### src/rtl/sine_plot_gen.sv
// sine_plot_gen: on each tick, streams one 16x16 frame of a sine curve to a frame buffer, then requests a swap.
// Optional build macro SINE_PLOT_FILL_EN shades pixels below the curve at level 1.
module sine_plot_gen #(
    parameter int TICK_DIV   = 100000,
    parameter int PHASE_STEP = 1,
    parameter int X_STEP     = 4
) (
    input  logic       clk,
    input  logic       rst_n,
    output logic       wr_valid,
    input  logic       wr_ready,
    output logic [3:0] wr_x,
    output logic [3:0] wr_y,
    output logic [1:0] wr_level,
    output logic       swap_req,
    input  logic       swap_ack,
    output logic [7:0] overrun_cnt
);
    localparam int CW = $clog2(TICK_DIV);

    // floor(7.5 + 7.5*sin(2*pi*i/64) + 0.5)
    localparam logic [3:0] LUT [64] = '{
        4'd8,  4'd8,  4'd9,  4'd10, 4'd10, 4'd11, 4'd12, 4'd12,
        4'd13, 4'd13, 4'd14, 4'd14, 4'd14, 4'd15, 4'd15, 4'd15,
        4'd15, 4'd15, 4'd15, 4'd15, 4'd14, 4'd14, 4'd14, 4'd13,
        4'd13, 4'd12, 4'd12, 4'd11, 4'd10, 4'd10, 4'd9,  4'd8,
        4'd8,  4'd7,  4'd6,  4'd5,  4'd5,  4'd4,  4'd3,  4'd3,
        4'd2,  4'd2,  4'd1,  4'd1,  4'd1,  4'd0,  4'd0,  4'd0,
        4'd0,  4'd0,  4'd0,  4'd0,  4'd1,  4'd1,  4'd1,  4'd2,
        4'd2,  4'd3,  4'd3,  4'd4,  4'd5,  4'd5,  4'd6,  4'd7
    };

    typedef enum logic [1:0] {IDLE, RENDER, SWAP} state_t;

    state_t        state, state_nx;
    logic [CW-1:0] tick_cnt;
    logic          tick, pending, xfer, last_px;
    logic [5:0]    phase, idx;
    logic [3:0]    h, curve_row;

    assign tick    = (tick_cnt == CW'(TICK_DIV - 1));
    assign xfer    = wr_valid && wr_ready;
    assign last_px = (wr_x == 4'd15) && (wr_y == 4'd15);

    always_ff @(posedge clk or negedge rst_n) begin
        if (!rst_n)    tick_cnt <= '0;
        else if (tick) tick_cnt <= '0;
        else           tick_cnt <= tick_cnt + CW'(1);
    end

    always_ff @(posedge clk or negedge rst_n) begin
        if (!rst_n) state <= IDLE;
        else        state <= state_nx;
    end

    // wr_valid is a decode of RENDER, so it rises the cycle after IDLE saw the tick.
    always_comb begin
        state_nx = state;
        wr_valid = 1'b0;
        swap_req = 1'b0;
        case (state)
            IDLE:    if (tick || pending) state_nx = RENDER;
            RENDER: begin
                wr_valid = 1'b1;
                if (xfer && last_px) state_nx = SWAP;
            end
            SWAP: begin
                swap_req = 1'b1;
                if (swap_ack) state_nx = IDLE;
            end
            default: state_nx = IDLE;
        endcase
    end

    // IDLE consumes pending; a coincident tick re-arms it.
    always_ff @(posedge clk or negedge rst_n) begin
        if (!rst_n) begin
            pending     <= 1'b0;
            overrun_cnt <= 8'd0;
        end else if (state == IDLE) begin
            pending <= pending && tick;
        end else if (tick) begin
            if (!pending)                  pending     <= 1'b1;
            else if (overrun_cnt != 8'hFF) overrun_cnt <= overrun_cnt + 8'd1;
        end
    end

    always_ff @(posedge clk or negedge rst_n) begin
        if (!rst_n) begin
            wr_x  <= 4'd0;
            wr_y  <= 4'd0;
            phase <= 6'd0;
        end else begin
            // Raster counter wraps back to (0,0) after the last pixel.
            if (xfer) {wr_y, wr_x} <= {wr_y, wr_x} + 8'd1;
            if (state == SWAP && swap_ack) phase <= phase + 6'(PHASE_STEP);
        end
    end

    assign idx       = phase + 6'(int'(wr_x) * X_STEP);
    assign h         = LUT[idx];
    assign curve_row = 4'd15 - h;

    always_comb begin
        wr_level = 2'd0;
        if (wr_valid) begin
            if (wr_y == curve_row) wr_level = 2'd3;
`ifdef SINE_PLOT_FILL_EN
            else if (wr_y > curve_row) wr_level = 2'd1;
`else
            else wr_level = 2'd0;
`endif
        end
    end
endmodule

### config.mk
export PLATFORM = sky130hd
export DESIGN_NAME = sine_plot_gen
export DESIGN_NICKNAME = d
export VERILOG_FILES = /design/src/rtl/sine_plot_gen.sv
export SDC_FILE = /design/constraint.sdc
export NUM_CORES = 1
export LEC_CHECK = 0
export ABC_AREA = 0
export BUFFER_PORTS_ARGS = -buffer_cell sky130_fd_sc_hd__buf_4
export CAP_MARGIN = 20
export CELL_PAD_IN_SITES_DETAIL_PLACEMENT = 1
export CELL_PAD_IN_SITES_GLOBAL_PLACEMENT = 1
export CORE_ASPECT_RATIO = 0.8
export CORE_UTILIZATION = 42
export CTS_BUF_LIST = sky130_fd_sc_hd__clkbuf_16
export DETAILED_ROUTE_END_ITERATION = 10
export GPL_ROUTABILITY_DRIVEN = 0
export GPL_TIMING_DRIVEN = 0
export PLACE_DENSITY = 0.78
export RECOVER_POWER = 25
export SETUP_SLACK_MARGIN = 0.05
export SLEW_MARGIN = 20
export SYNTH_ARGS = -nofsm -noshare
export SYNTH_HDL_FRONTEND = slang
export SYNTH_SLANG_ARGS = --single-unit
### constraint.sdc
create_clock -name clk -period 2.9 [get_ports clk]
set_clock_uncertainty 0.05 [all_clocks]
set_input_delay 0.29 -clock clk [delete_from_list [all_inputs] [get_ports clk]]
set_output_delay 0.29 -clock clk [all_outputs]
set_load 0.01 [all_outputs]
==> results of run 1 <==
## placed cells by master (no fill, tap or decap), types with 2 or more instances in the layout
cell        netlist  routed
nor3_2            1       2
mux4_2            2       2
clkbuf_1          4       2
xnor2_1          26      25
buf_2             3       2
ha_1             14      13
xor2_1           15      15
nor2_1           21      21
nor3_1            7       6
nand3_1          14      14
nand4_1           7       7
buf_6             0       4
dfrtp_1          42      40
nor2b_1           4       4
or2_2             2       2
o21ai_1           2       2
nand2_1          22      22
dfrtp_2           0       2
clkinvlp_4        0       2
nor4_2            1       3
o211ai_1          2       2
o21ai_0           3       3
clkbuf_2          0       3
and3_1            6       6
mux2i_1           6       6
a21oi_1           5       4
buf_4             1      25
clkbuf_16         0       5
inv_1             8       7
inv_2             1       2
and4_1            3       3
## cell families (layout without fill, tap and decap cells)
kind of cell / Yosys count / after routing
multiplexers: 9 / 9
AO/OA/AOI/OAI: 23 / 23
buffers and inverters: 17 / 54
XOR/XNOR: 42 / 42
adder cells (fa/ha/maj): 17 / 17
AND/OR/NAND/NOR: 97 / 97
flip-flops: 42 / 42
## worst max-delay path, delay by kind of cell, from the launching register on
family / cells / cell delay (ps)
fa+ha+maj: 2 / 740
simple gates: 3 / 710
buf+inv: 4 / 450
flops: 1 / 420
mux: 1 / 180
xor+xnor: 1 / 150
compound gates: 1 / 110
## timing repair
action	4_1_cts	5_1_grt
gates resized for setup	9	7
setup buffers	3	0
endpoints found under the hold margin	42	0
hold buffers	1	0
pin swaps	7	2
endpoints found under the setup margin	2	2
gates cloned	2	0
## routing by layer
metal | up-vias | part of all wire, % | global-route usage (%)
li1 | 931 | - | -
met1 | 984 | 47 | 29.0
met2 | 28 | 48 | 36.7
met3 | 8 | 2.7 | 4.43
met4 | 0 | 1.5 | 6.27
met5 | - | 0 | 0
## how the worst min path moves through the flow
stage          cells after the start      from  slack (ps)              to
2_1_floorplan                      0     rst_n         -60  overrun_cnt[0]
3_3_place_gp                       1     rst_n         260         wr_y[3]
3_5_place_dp                       1     rst_n         260         wr_y[1]
4_1_cts                            2  swap_ack         160        state[1]
5_1_grt                            2  swap_ack         170        state[1]
6_report                           2  swap_ack         160        state[1]
## final cells by class
cell class	count	share of cell area, %
Buffer	8	1.71
Clock buffer	5	4.07
Clock inverter	3	0.773
Inverter	9	1.10
Multi-Input combinational cell	188	47.7
Sequential cell	42	34.3
Tap cell	78	3.17
Timing Repair Buffer	29	7.24
## power by group through the flow
stage / clock [mW] / sequential (mW) / combinational [mW]
after floorplan: 0 / 0.605 / 0.0269
after global placement: 0 / 0.606 / 0.0482
after detailed placement: 0 / 0.606 / 0.0519
after CTS: 0.568 / 0.595 / 0.0538
after global routing: 0.597 / 0.596 / 0.0620
final: 0.558 / 0.595 / 0.0524
## stage by stage
stage	instance area [um^2]	hold slack, ps	util, %	setup TNS [ps]
finish	3080	163	55.1	-869
global route	3080	171	55.1	-1190
CTS	3050	158	54.5	-779
detailed placement	2820	261	50.5	-373
global placement	2820	257	50.5	-272
floorplan	2550	-55.6	-	-34.7
## state kept, by name, summed over array words and instances (netlist names)
name	cells
pending	1
wr_x	4
overrun_cnt	8
tick_cnt	17
wr_y	4
state	2
phase	6
==> run summary, run 1 <==
Number of library cell types mapped by synthesis: 46
Clk slew on worst S/H paths: 60 ps
Final worst slack: -471 ps
Largest net degree at the start of global routing: 43
Seq cells post-synth: 42
Reg2Reg Capture Point: overrun_cnt[5]
H-Tree Depth: 2
Critical Path RT: 2560 ps
Initial antenna violation count: 0
Worst vdd ir: 0.000244 V
Post-DR wirelength/cell: 17.1 um
Hold Fails Final Rpt: 0
Number of cells on the worst reg-to-reg path: 7
Clock power share: 46.3%
Nets: 302
Sw Share: 22.9%
Crit path time final: 3370 ps
DRC violations left: 0
Internal Pwr Total: 0.930 mW
Chip height: 71.0 um
Largest family of logic cells by synthesized area: simple AND/OR/NAND/NOR gates
Port bufs: 23
CORE AREA: 5590 um^2
Synth area leaders: dfrtp_1, xnor2_1, ha_1
P&R area growth vs syn: 23.0%
DP HPWL: 4180 um
Syn nets: 266
Initial core utilization: 44.8%
Pre-antenna DRT Iters: 4
Via count: 1951
Final Instance Count excl. Fillers: 362
Antenna Cells: 0
Tot GR Track Use: 22.0%
Worst Path Arrival: 3030 ps
Sequential area share after synthesis: 42.0%
Worst Setup EP: wr_level[1]
Sequential Power Share: 49.4%
Storage cell area: 1050 um^2
Tcrit/Tclk final: 116%
RSZ-0062 raised after global routing: yes
Mapped cell area: 2500 um^2
Pre-CTS setup slack: -228 ps
Failing checks: setup timing
Worst setup path startpoint: wr_x[0]
Layout cells sized above 1: 23.9%
Post-synth EDFFs: 0
GRT Residual Overflow: 0
Comb pwr share: 4.3%
Worst Max-Slew Pin Slew: 1040 ps
IO Count: 24
Overall power: 1.21 mW
DRT Wirelength: 6200 um
Slowest CP cell: fa_2
Leakage: 1.43 nW
Rel. slew slack: 30.7%
First-pass GRT wire length: 10600 um
Max incr delay on CP: 580 ps
Cell taking the most area after synthesis: dfrtp_1
CTS Sinks: 42
Initial DRC Count: 51
ANT nets after route: 0
FFs w/ async S/R, synth: 100%
Worst r2r src: tick_cnt[0]
Adder-Cell Fraction of Synth Area: 8.66%
Worst-path maximum fanout: 6
Setup slack, reg-to-reg: 710 ps
Post-Synth Simple-Gate Area: 20.0%
Sw Pwr: 0.276 mW
CTS tree: done
Clock latency on the worst-skew pair: 280 ps
Share of the synthesized area in the top cell type: 42.0%
Status: finished with violations
Root Buffer Master: clkbuf_16
Vias in the first global route: 2126
Worst path cell trace: ha_4 > inv_2 > fa_2 > buf_6 > mux2i_1 > a21oi_1 > nor4_1 > nor4_2 > xnor2_1 > nor4_2 > buf_4 > buf_6
Min-Delay Path Class: input pin to flop
Warnings, synthesis: 0
XOR/XNOR Fraction of Synth Area: 15.0%
Max-cap violations: 0
Most numerous cell in the Yosys netlist: dfrtp_1
Critical path capture point type: output pin
Die area: 6270 um^2
Max Clk Rate: 297 MHz
CP Launch Type: flop
Number of CTS-inserted buffers: 5
Syn avg cell area: 10.1 um^2
Die width: 88.3 um
Placed cells: 348
Vias per inst: 5.39
Multi-input gate area: 1470 um^2
FP Rows: 24
Final Setup Violations: 2
Max Root-Sink Buffers: 2
Syn Inst Count: 247
Mux cell area share after synthesis: 4.65%
Main flop type after synthesis: dfrtp_1
Synth Area in Compound Gates: 6.81%
Slew Limit Fails: 0
Crit path kind: flop to output pin
Pwr dens: 392 nW/um^2
Filler Cell Count: 621
Post-synth top cells: dfrtp_1, xnor2_1, nand2_1
(Power assumes the default switching activity.)
==> run 2: changes to the inputs <==
REMOVE_ABC_BUFFERS = 1   (was not set)
==> run summary, run 2 (synthesized netlist as in run 1, its figures left out) <==
Crit path time final: 3330 ps (was 3370 ps)
Hold Slack: 162 ps (was 163 ps)
Status: finished with violations (unchanged)
Failing checks: setup timing (unchanged)
Worst-path maximum fanout: 4 (was 6)
Tcrit/Tclk final: 115% (was 116%)
Max FFs per register: 17 (unchanged)
Fin util: 55.0% (was 55.1%)
Tot GR Track Use: 21.3% (was 22.0%)
Biggest registers after layout: tick_cnt: 17 flops, overrun_cnt: 8 flops, phase: 6 flops (unchanged)
P&R area growth vs syn: 22.9% (was 23.0%)
Nets: 298 (was 302)
Via count: 1946 (was 1951)
Final worst slack: -429 ps (was -471 ps)
DRT Wirelength: 6330 um (was 6200 um)
Clock latency on the worst-skew pair: 280 ps (about the same)
Layout Cell Area excl Fill: 3070 um^2 (was 3080 um^2)
Die area: 6270 um^2 (unchanged)
Final Setup Violations: 2 (unchanged)
H-Tree Depth: 2 (unchanged)
Pre-CTS setup slack: -851 ps (was -228 ps)
Clk slew on worst S/H paths: 60 ps (about the same)
Initial DRC Count: 99 (was 51)
Chip height: 71.0 um (unchanged)
CP Launch Type: flop (unchanged)
Die width: 88.3 um (unchanged)
Min-Delay Path Class: input pin to flop (unchanged)
DP HPWL: 4080 um (was 4180 um)
Pre-antenna DRT Iters: 4 (unchanged)
First-pass GRT wire length: 10200 um (was 10600 um)
Worst Path Arrival: 2990 ps (was 3030 ps)
Hold Fails Final Rpt: 0 (unchanged)
Rel. slew slack: 29.7% (was 30.7%)
DRC violations left: 0 (unchanged)
Vias in the first global route: 2058 (was 2126)
CTS Sinks: 42 (unchanged)
Crit path kind: flop to output pin (unchanged)
Worst Max-Slew Pin Slew: 1060 ps (was 1040 ps)
Most frequent cells in the layout: dfrtp_1, buf_4, xnor2_1, nand2_1, nor2_1 (was dfrtp_1, xnor2_1, buf_4, nand2_1, nor2_1)
Overall power: 1.28 mW (was 1.21 mW)
Initial core utilization: 44.8% (unchanged)
Slew Limit Fails: 0 (unchanged)
Root Buffer Master: clkbuf_16 (unchanged)
Number of CTS-inserted buffers: 5 (unchanged)
CORE AREA: 5590 um^2 (unchanged)
Critical Path RT: 2560 ps (about the same)
Busiest grt layer: met2 (unchanged)
Critical path capture point type: output pin (unchanged)
Worst vdd ir: 0.000210 V (was 0.000244 V)
Met1 usage: 29.7% (was 29.0%)
FP Rows: 24 (unchanged)
ANT nets after route: 0 (unchanged)
Port bufs: 23 (unchanged)
Vias per inst: 5.44 (was 5.39)
Layout cells sized above 1: 22.5% (was 23.9%)
Met2 Use GR: 35.0% (was 36.7%)
Commonest non-fill, non-tap cell in the layout: dfrtp_1 (unchanged)
CTS tree: done (unchanged)
Antenna Cells: 0 (unchanged)
Max-cap violations: 0 (unchanged)
RSZ-0062 raised after global routing: yes (unchanged)
IO Count: 24 (unchanged)
Grt met3 use: 4.08% (was 4.43%)
Initial antenna violation count: 0 (unchanged)
Max Root-Sink Buffers: 2 (unchanged)
Biggest register: tick_cnt (unchanged)
Placed Area: 2730 um^2 (was 2820 um^2)
Max Clk Rate: 300 MHz (was 297 MHz)
Leakage: 1.43 nW (about the same)
GRT Residual Overflow: 0 (unchanged)
Post-DR wirelength/cell: 17.7 um (was 17.1 um)
Pwr dens: 417 nW/um^2 (was 392 nW/um^2)
Largest net degree at the start of global routing: 43 (unchanged)
-- run 2: per-stage QoR --
| stage | cells | setup TNS [ps] |
|---|---|---|
| 2_1_floorplan | 239 | -1290 |
| 3_3_place_gp | 340 | -1440 |
| 3_5_place_dp | 340 | -1700 |
| 4_1_cts | 358 | -857 |
| 5_1_grt | 358 | -1050 |
| 6_report | 358 | -857 |
-- run 2: layout make-up --
type,instances,area [um^2]
fillers,622,2510
multi-input cells,188,1470
flip-flops and latches,42,1050
repair buffers,33,251
clock buffers,5,125
well taps,78,97.6
clock inverters,3,40.0
inverters,9,33.8
-- run 2: critical path: stages (launching register included) --
cell      delay, ps
dfrtp_1         410
ha_4            160
inv_2            30
fa_2            630
mux4_2          550
a211oi_2        250
nor4_2           90
xnor2_1         150
nor4_2          270
buf_4           180
-- run 2: path summary, 6_finish.rpt --
path | depth (start not counted) | start | to | slack, ps
worst max-delay path | 9 | phase[2] | wr_level[0] | -430
worst min-delay path | 2 | swap_ack | state[1] | 160
worst max register to register | 7 | tick_cnt[0] | overrun_cnt[7] | 430
worst min register to register | 1 | tick_cnt[0] | tick_cnt[0] | 430
max in group asynchronous | 2 | rst_n | wr_x[1] | 1410
min in group asynchronous | 2 | rst_n | wr_y[1] | 680
-- run 2: where the power goes --
part,switching [mW],total [mW],internal (mW)
Combinational,0.0321,0.0512,0.0191
Clock,0.228,0.632,0.403
Sequential,0.00822,0.597,0.589
-- run 2: timing repair --
| item | in CTS | in global routing |
|---|---|---|
| setup buffers | 9 | 0 |
| hold buffers | 1 | 0 |
| endpoints found under the hold margin | 42 | 0 |
| pin swaps | 7 | 1 |
| setup endpoints to repair | 2 | 5 |
| gates resized for setup | 13 | 6 |
-- run 2: metal layers --
metal | up-vias | wire, um
met4 | 0 | 74
met1 | 984 | 3030
met3 | 6 | 181
li1 | 923 | -
met2 | 33 | 3040
met5 | - | 0
==> run 3: changes to the inputs <==
PLACE_DENSITY = 0.76   (was 0.78)
==> run summary, run 3 (synthesized netlist as in run 1, its figures left out) <==
Die width: 88.3 um (unchanged)
Worst-path maximum fanout: 5 (was 4)
Worst Max-Slew Pin Slew: 1050 ps (was 1060 ps)
CTS Sinks: 42 (unchanged)
Layout Cell Area excl Fill: 3070 um^2 (about the same)
Worst vdd ir: 0.000330 V (was 0.000210 V)
Clk slew on worst S/H paths: 70 ps (was 60 ps)
Initial DRC Count: 36 (was 99)
Max Clk Rate: 292 MHz (was 300 MHz)
Status: finished with violations (unchanged)
DP HPWL: 3990 um (was 4080 um)
CORE AREA: 5590 um^2 (unchanged)
Pre-antenna DRT Iters: 6 (was 4)
Die area: 6270 um^2 (unchanged)
Vias in the first global route: 2031 (was 2058)
Min-Delay Path Class: input pin to flop (unchanged)
Max-cap violations: 0 (unchanged)
DRT Wirelength: 5960 um (was 6330 um)
Via count: 1927 (was 1946)
Number of cells on the worst reg-to-reg path: 7 (unchanged)
Crit path time final: 3430 ps (was 3330 ps)
Worst Path Arrival: 3090 ps (was 2990 ps)
Biggest registers after layout: tick_cnt: 17 flops, overrun_cnt: 8 flops, phase: 6 flops (unchanged)
Final Instance Count excl. Fillers: 358 (unchanged)
Final Setup Violations: 2 (unchanged)
CTS tree: done (unchanged)
Leakage: 1.42 nW (was 1.43 nW)
Worst r2r src: tick_cnt[0] (unchanged)
Rel. slew slack: 29.8% (was 29.7%)
Storage cell area: 1050 um^2 (about the same)
Most frequent cells in the layout: dfrtp_1, buf_4, xnor2_1, nand2_1, nor2_1 (unchanged)
Initial antenna violation count: 0 (unchanged)
Overall power: 1.20 mW (was 1.28 mW)
Port bufs: 23 (unchanged)
Root Buffer Master: clkbuf_16 (unchanged)
Antenna Cells: 0 (unchanged)
Hold Fails Final Rpt: 0 (unchanged)
Reg2Reg Capture Point: overrun_cnt[7] (unchanged)
First-pass GRT wire length: 9850 um (was 10200 um)
P&R area growth vs syn: 22.6% (was 22.9%)
RSZ-0062 raised after global routing: yes (unchanged)
Setup slack, reg-to-reg: 410 ps (was 430 ps)
Crit path kind: flop to output pin (unchanged)
Biggest register: tick_cnt (unchanged)
Placed Area: 2730 um^2 (unchanged)
Vias per inst: 5.38 (was 5.44)
Number of CTS-inserted buffers: 5 (unchanged)
Max Root-Sink Buffers: 2 (unchanged)
Critical Path RT: 2560 ps (about the same)
IO Count: 24 (unchanged)
Largest net degree at the start of global routing: 43 (unchanged)
H-Tree Depth: 2 (unchanged)
Filler Cell Count: 611 (was 622)
Failing checks: setup timing (unchanged)
CP Launch Type: flop (unchanged)
Critical path capture point type: output pin (unchanged)
Slew Limit Fails: 0 (unchanged)
FP Rows: 24 (unchanged)
Tot GR Track Use: 20.2% (was 21.3%)
Post-DR wirelength/cell: 16.7 um (was 17.7 um)
Tcrit/Tclk final: 118% (was 115%)
Hold_sp: swap_ack (unchanged)
Max FFs per register: 17 (unchanged)
Multi-input gate area: 1480 um^2 (was 1470 um^2)
Final worst slack: -526 ps (was -429 ps)
Chip height: 71.0 um (unchanged)
Placed cells: 340 (unchanged)
ANT nets after route: 0 (unchanged)
Worst setup path startpoint: wr_x[0] (was phase[2])
DRC violations left: 0 (unchanged)
Commonest non-fill, non-tap cell in the layout: dfrtp_1 (unchanged)
Layout cells sized above 1: 22.9% (was 22.5%)
Clock latency on the worst-skew pair: 280 ps (about the same)
GRT Residual Overflow: 0 (unchanged)
Initial core utilization: 44.8% (unchanged)
Pwr dens: 392 nW/um^2 (was 417 nW/um^2)
Worst Setup EP: wr_level[0] (unchanged)
Nets: 298 (unchanged)
[run 3: how the worst min path moves through the flow]
stage	endpoint	cells after the start
2_1_floorplan	overrun_cnt[0]	0
6_report	state[1]	2
4_1_cts	state[1]	2
3_3_place_gp	wr_y[2]	1
3_5_place_dp	wr_y[2]	1
5_1_grt	state[1]	2
[run 3: per-stage QoR]
step / TNS (ps) / utilization, % / setup slack [ps] / hold WS (ps)
2_1_floorplan: -1290 / - / -646 / -55.6
6_report: -1050 / 54.9 / -526 / 149
4_1_cts: -898 / 53.7 / -450 / 139
3_3_place_gp: -1430 / 48.9 / -713 / 261
5_1_grt: -1300 / 54.9 / -652 / 147
3_5_place_dp: -1660 / 48.9 / -829 / 261
[run 3: power by group]
group | switching [mW] | internal (mW) | leakage, nW
registers | 0.00810 | 0.589 | 0.559
logic | 0.0323 | 0.0201 | 0.798
clock network | 0.230 | 0.321 | 0.0664
total | 0.270 | 0.930 | 1.42
[run 3: critical path, cell delays in order (launching register included)]
cell	delay [ps]
dfrtp_2	400
ha_4	150
inv_2	40
fa_2	540
buf_6	130
mux4_2	540
a211oi_4	210
nor4_4	80
xnor2_1	160
nor4_2	350
buf_4	180
[run 3: cell type report]
| cell class | instances | area share, % |
|---|---|---|
| multi-input combinational | 188 | 48.2 |
| sequential | 42 | 34.3 |
| timing repair buffer | 33 | 8.33 |
| clock buffer | 5 | 4.08 |
| tap | 78 | 3.18 |
| inverter | 9 | 1.10 |
| clock inverter | 3 | 0.776 |
[run 3: timing repair]
action	4_1_cts	5_1_grt
pin swaps	7	8
hold buffers	1	0
setup buffers	9	0
setup endpoints to repair	2	6
hold endpoints to repair	42	0
gates resized for setup	11	11
[run 3: layer usage]
metal  up-vias  track usage [%]  routed length [um]
met5         -                0                   0
met4         0             5.20                  68
met3         7             4.43                 188
met2        34             32.9                2930
met1       965             27.1                2770
li1        921                -                   -
